## src/rtl/fwd_hazard_ctrl.sv

```systemverilog
// Forwarding-select and hazard control for the 5-stage RV64I pipeline: EX/MEM/WB shadow records,
// load-use / memory-wait stall logic. Define FWD_HAZARD_PERF_EN to add saturating stall counters.
module fwd_hazard_ctrl #(
  parameter int REG_AW      = 5,
  parameter int STALL_CNT_W = 32
) (
  input  logic              clk,
  input  logic              rst_n,
  input  logic              id_valid,
  input  logic [REG_AW-1:0] id_rs1,
  input  logic [REG_AW-1:0] id_rs2,
  input  logic              id_use_rs1,
  input  logic              id_use_rs2,
  input  logic [REG_AW-1:0] id_rd,
  input  logic              id_wr_en,
  input  logic              id_is_load,
  input  logic              flush,
  input  logic              mem_stall,
`ifdef FWD_HAZARD_PERF_EN
  output logic [STALL_CNT_W-1:0] lu_stall_cnt,
  output logic [STALL_CNT_W-1:0] mem_stall_cnt,
`endif
  output logic [1:0]        forward_a,
  output logic [1:0]        forward_b,
  output logic              stall_id,
  output logic              bubble_ex,
  output logic [1:0]        fsm_state
);

  typedef struct packed {
    logic              v;
    logic [REG_AW-1:0] rd;
    logic              ld;
  } rec_t;

  typedef enum logic [1:0] {
    RUN       = 2'b00,
    LU_BUBBLE = 2'b01,
    MEM_HOLD  = 2'b10
  } state_t;

  rec_t   ex_rec, mem_rec, wb_rec;
  rec_t   id_rec;
  state_t state;

  logic lu_rs1, lu_rs2, load_use, lu_eff;

  function automatic logic rec_hit(input rec_t r, input logic use_src,
                                   input logic [REG_AW-1:0] src);
    return use_src && (src != '0) && r.v && (r.rd == src);
  endfunction

  function automatic logic [1:0] fwd_sel(input logic use_src, input logic [REG_AW-1:0] src,
                                         input logic lu_hit);
    logic [1:0] sel;
    // NOTE: default first so every path assigns sel and no latch is inferred.
    sel = 2'b00;
    if (lu_hit)                          sel = 2'b00;
    else if (rec_hit(ex_rec,  use_src, src)) sel = 2'b11;
    else if (rec_hit(mem_rec, use_src, src)) sel = 2'b10;
    else if (rec_hit(wb_rec,  use_src, src)) sel = 2'b01;
    return sel;
  endfunction

  // A load in EX cannot supply data yet; that source is a load-use hazard, not a forward.
  assign lu_rs1   = ex_rec.ld && rec_hit(ex_rec, id_use_rs1, id_rs1);
  assign lu_rs2   = ex_rec.ld && rec_hit(ex_rec, id_use_rs2, id_rs2);
  assign load_use = id_valid && (lu_rs1 || lu_rs2);
  assign lu_eff   = load_use && !flush;

  assign forward_a = fwd_sel(id_use_rs1, id_rs1, lu_rs1);
  assign forward_b = fwd_sel(id_use_rs2, id_rs2, lu_rs2);
  assign stall_id  = mem_stall || lu_eff;
  assign bubble_ex = lu_eff && !mem_stall;
  assign fsm_state = state;

  always_comb begin
    id_rec = '0;
    if (id_valid && !stall_id && !flush && id_wr_en && (id_rd != '0)) begin
      id_rec.v  = 1'b1;
      id_rec.rd = id_rd;
      id_rec.ld = id_is_load;
    end
  end

  // NOTE: sequential state uses non-blocking assignments so the three records shift as one.
  always_ff @(posedge clk or negedge rst_n) begin
    if (!rst_n) begin
      ex_rec  <= '0;
      mem_rec <= '0;
      wb_rec  <= '0;
    end else if (!mem_stall) begin
      wb_rec  <= mem_rec;
      mem_rec <= ex_rec;
      ex_rec  <= id_rec;
    end
  end

  always_ff @(posedge clk or negedge rst_n) begin
    if (!rst_n) begin
      state <= RUN;
    end else begin
      unique case (state)
        RUN: begin
          if (mem_stall)   state <= MEM_HOLD;
          else if (lu_eff) state <= LU_BUBBLE;
        end
        LU_BUBBLE: state <= RUN;
        MEM_HOLD:  if (!mem_stall) state <= RUN;
        default:   state <= RUN;
      endcase
    end
  end

`ifdef FWD_HAZARD_PERF_EN
  always_ff @(posedge clk or negedge rst_n) begin
    if (!rst_n) begin
      lu_stall_cnt  <= '0;
      mem_stall_cnt <= '0;
    end else begin
      if (bubble_ex && (lu_stall_cnt != '1))   lu_stall_cnt  <= lu_stall_cnt + 1'b1;
      if (mem_stall && (mem_stall_cnt != '1))  mem_stall_cnt <= mem_stall_cnt + 1'b1;
    end
  end
`endif

endmodule

```

## config.mk

```make
export PLATFORM = sky130hd
export DESIGN_NAME = fwd_hazard_ctrl
export DESIGN_NICKNAME = d
export VERILOG_FILES = /design/src/rtl/fwd_hazard_ctrl.sv
export SDC_FILE = /design/constraint.sdc
export NUM_CORES = 1
export LEC_CHECK = 0
export BUFFER_PORTS_ARGS = -buffer_cell sky130_fd_sc_hd__buf_2
export CAP_MARGIN = 5
export CORE_MARGIN = 2
export CORE_UTILIZATION = 50
export CTS_CLUSTER_SIZE = 28
export DETAILED_ROUTE_END_ITERATION = 10
export PLACE_DENSITY_LB_ADDON = 0.15
export SYNTH_ARGS = -nofsm -noshare
export SYNTH_HDL_FRONTEND = slang
export SYNTH_SLANG_ARGS = --single-unit
```

## constraint.sdc

```tcl
create_clock -name clk -period 2.3 [get_ports clk]
set_input_delay 0.46 -clock clk [delete_from_list [all_inputs] [get_ports clk]]
set_output_delay 0.46 -clock clk [all_outputs]
set_load 0.1 [all_outputs]
```

# == Word-level counts from Yosys, hierarchy flattened ==
# Index checks and enable logic that the tools add are counted.
# totals
wordCells,63
in_bits,24
regBits,21
# op_classes
reduce_logical,33
mux,13
n_eq_ne,9
# op_table
cell,count
$eq A5 B5 Y1,6
$logic_and A1 B1 Y1,23
$mux W2,9
$reduce_bool A5 Y1,3
$mux W7,1
$pmux W2 S2,1
$logic_not A1 Y1,3
$ne A3 B3 Y1 const B,1
$eq A2 B2 Y1 const B,1
$logic_not A2 Y1,1
$logic_or A1 B1 Y1,2
$mux W1,2
$ne A2 B2 Y1 const B,1
$reduce_and A2 Y1,1

# == Longest topological paths before layout ==
# logic_depth
word_depth,15
mapped_depth,5
depth_no_buf,5

# == Worst setup path after synthesis ==
# Ideal clock, no wire load.
# synth_path
path_kind,input to output
start,input id_rs2[1]
end,output forward_b[1]
stages,4
n_path_buf,0
t_required_ns,1.840
setup_slack_ns,-1.100
arrival_ns,2.940
cell_sequence,or4_1 > o21ai_2 > nand4b_4 > mux2i_1
# synth_via
elab_chain_cells,7
elab_cells_between_ends,12
classes_between,2 x eq/ne; 3 x mux; 7 x reduce/logical
# synth_lines
element,line,text
from (decl),11,"input logic [REG_AW-1:0] id_rs2,"
$reduce_bool A5 Y1,50,return use_src && (src != '0) && r.v && (r.rd == src);
$logic_and A1 B1 Y1 (3 in a row),50,
$mux W2,60,"else if (rec_hit(mem_rec, use_src, src)) sel = 2'b10;"
$mux W2,59,"else if (rec_hit(ex_rec, use_src, src)) sel = 2'b11;"
$mux W2 *,58,if (lu_hit) sel = 2'b00;
to (decl),24,"output logic [1:0] forward_b,"
# Every way passes the cells marked *; elsewhere a longest branch is shown, timed or not.

# == Worst setup path after layout ==
# layout_path
start,register ex_rec[2] in the netlist's numbering
end,output bubble_ex
# layout_via
elab_chain_cells,7
elab_cells_between_ends,10
classes_between,2 x eq/ne; 8 x reduce/logical
# layout_lines
element,line,text
from (decl),42,"rec_t ex_rec, mem_rec, wb_rec;"
from (signal assigned),95,ex_rec <= id_rec;
$eq A5 B5 Y1,50,
$logic_and A1 B1 Y1,50,
"$logic_and A1 B1 Y1, on equally long branches","66, 67",
$logic_or A1 B1 Y1 *,68,assign load_use = id_valid && (lu_rs1 || lu_rs2);
$logic_and A1 B1 Y1 *,68,
$logic_and A1 B1 Y1 *,69,assign lu_eff = load_use && !flush;
$logic_and A1 B1 Y1 *,74,assign bubble_ex = lu_eff && !mem_stall;
to (decl),26,"output logic bubble_ex,"
# Marks and branches as above.

==> results.md <==
* Hold WC Path Type: input pin to asynchronous set/reset pin
* Worst-Margin Slew at 0.485 ns
* # diodes at 0
* HPWL Detailed at 2.56 mm
* Share of the yosys chip area belonging to registers at roughly two fifths
* Worst-skew pair later-pin latency at 0.32 ns
* Post-route cell area at 1960 µm²
* Die width at 55.5 µm
* PortBufs at 31
* Clk_skew at 0.00449 ns
* Primary FF master, synth: dfrtp_1
* Root Driver: clkbuf_4
* Die area at 3080 µm²
* CP Launch Type: flip-flop
* Rows at 18
* Routed WL per cell at 17.4 µm
* Vias in the first global route at 1,218
* Max Root-Sink Buffers at 2
* Antenna violations before repair at 0
* Count of pins over their slew limit at 0
* RD Place Congestion at 0.849
* CP endpoint kind: output port
* Critical Path AT at 2.06 ns
* Final net count at 198
* Remaining Overflow, GRT at 0
* Fmax at between 300 and 400 MHz
* Cell taking the most area after synthesis: dfrtp_1
* Setup WS post-layout at -0.219 ns
* Hold buffers post-CTS at 0
* First-pass GRT wire length at around 5.8 mm
* Via count at 1,130
* Syn_nets at 145
* Pre-antenna DRT Iters at 4
* Post-synth cell types at 30
* Max-slew headroom at 67.9%
* Leak pwr at 0.918 nW
* Inserted Clock Buffers at 3
* Worst R2R Path Depth at 8
* Pwr Density at 405 nW/µm²
* Final Hold Fails at 0
* Crit Path Max Fanout at 4
* Reg2reg end: ex_rec[4]
* Area post-placement at 1760 µm²
* Initial core utilization at 53.1%
* Period utilization at 110%
* Clock sinks at 21
* Synth top area share at 39.6%
* Core region area at 2500 µm²
* Critical Path Slowest Stage Cell: dfrtp_2
* Max cap viols at 0
* R2R Path Start: ex_rec[2]
* Total power at 0.791 mW
* I/O Pins at 32
* Reg2Reg Setup Slack at 0.46 ns
* Post-DRT Antenna Nets at 0
* Gate Count Post-Synth at 121
* Worst vdd ir at 0.000368 V
* Layout cells sized above 1 at 48.0%
* Status: finished with violations
* Crit-path cells: xor2_1 > nor4_4 > nand4_4 > a21oi_4 > nor2b_4 > buf_12
* Area grow syn2layout at 47.5%
* Largest net degree at the start of global routing at 22
* H-tree lvl count at 1
* Number of flops mapped to enable cells by yosys at 0
* Vert. Die Dim at 55.5 µm
* Crit path kind: flip-flop to output port
* Via-to-Cell Ratio at 5.57
* RSZ-0062 raised after global routing: true
* Post-route DRC at 0
* YS warnings at 0
* Reg clk slew, reported paths at ~0.13 ns
* Max incr delay on CP at 0.46 ns
* Failing checks: setup timing
* Cell area after synthesis at between 1000 and 1500 µm²
* # setup viols final at 6
* Post-route minimum period at between 2 and 3 ns
* Yosys reg bits at 21
* Async SR Flop Fraction at between 90% and 100%
* Synth top area cells: dfrtp_1 (40%), xor2_1 (13%), mux2_1 (10%)
* Post-Syn Area per Cell at 11.0 µm²
* CTS tree: done
* Total track usage at 23.8%
* 1st-iter DRT viols at 37
* Total wire length at between 3 and 4 mm
* Place WS at -0.185 ns
* CP required at about 1.8 ns
-- registers in the layout, indices dropped and copies added, names as in the netlist --
register	cells
wb_rec	6
mem_rec	6
fsm_state	2
ex_rec	7
-- cell type report --
| type | instances | area, µm² |
|---|---|---|
| multi-input cells | 96 | 917 |
| fillers | 155 | 544 |
| flip-flops and latches | 21 | 529 |
| well taps | 30 | 37.5 |
| repair buffers | 52 | 444 |
| clock buffers | 3 | 22.5 |
| clock inverters | 1 | 5.00 |
-- logic make-up (layout without fill, tap and decap cells) --
logic type,Yosys count,count (layout),share of synthesized area [%]
AND/OR/NAND/NOR,37,37,19.7
AO/OA/AOI/OAI,15,15,8.02
XOR/XNOR,30,30,19.8
flip-flops,21,21,39.6
multiplexers,14,14,11.7
buffers and inverters,4,56,1.13
-- critical path: cells and delay by family (launching register included) --
kind / cells / cell delay [ns]
and+or+nand+nor: 3 / 0.69
DFF: 1 / 0.46
AOI/OAI and AO/OA: 1 / 0.22
xor gates and xnor gates: 1 / 0.18
buffers and inverters: 1 / 0.18
-- worst max-delay path by stage --
| stage | from | end | slack [ns] |
|---|---|---|---|
| 6_report | ex_rec[2] | bubble_ex | -0.22 |
| 5_1_grt | ex_rec[2] | bubble_ex | -0.29 |
| 2_1_floorplan | id_rs1[1] | forward_a[1] | -0.22 |
| 3_3_place_gp | id_rs1[1] | stall_id | -0.16 |
| 4_1_cts | ex_rec[3] | bubble_ex | -0.27 |
| 3_5_place_dp | id_rs1[1] | stall_id | -0.19 |
-- cell usage in the layout, fill, tap and decap left out, types with 2 or more instances in the layout --
cell type and n:
dfrtp_2 3, xnor2_1 10, xor2_1 16, xor2_2 4, nand4_1 3, buf_4 19, nor2b_1 2, mux2_1 12
clkbuf_4 3, nor4_2 2, buf_12 7, dfrtp_1 18, nand2_1 15, buf_2 21, buf_6 5, mux2i_4 2
or4_4 2, nor4_4 2, o21ai_1 7
-- power by group --
| part | internal, mW | total [mW] | switching (mW) | leakage, nW |
|---|---|---|---|---|
| sequential | 0.387 | 0.411 | 0.0244 | 0.281 |
| combinational | 0.0886 | 0.193 | 0.104 | 0.619 |
| clock | 0.0651 | 0.188 | 0.122 | 0.0177 |
-- through the flow --
stage | std cells | utilization [%] | TNS (ns) | hold slack, ns
global route | 203 | 78.2 | -1.49 | 0.117
detailed placement | 192 | 70.3 | -0.877 | 0.440
global placement | 192 | 70.3 | -0.746 | 0.434
floorplan | 121 | - | -0.699 | 0.164
finish | 203 | 78.2 | -1.14 | 0.0758
CTS | 201 | 74.6 | -1.34 | 0.0920
-- cells in the mapped netlist, drive strengths merged, types with 3 or more instances --
| master | instances |
|---|---|
| dfrtp | 21 |
| xor2 | 20 |
| nand2 | 15 |
| mux2 | 12 |
| xnor2 | 10 |
| o21ai | 9 |
| nor4 | 5 |
| clkbuf | 4 |
| nand4 | 4 |
| nor2b | 3 |
| or4 | 3 |
-- repair_timing --
item | in CTS | in global routing
pin swaps | 7 | 8
endpoints found under the setup margin | 6 | 6
gates resized for setup | 8 | 16
buffers inserted | 5 | 2
-- metal layers --
metal  track usage, %  part of all wire, %  up-vias
met3             3.98                  5.2        4
met2             43.2                   52       33
met1             30.2                   42      565
li1                 -                    -      528
met4             3.14                  1.0        0
met5                0                    0        -
No activity file was read; power rests on OpenSTA's default activity.
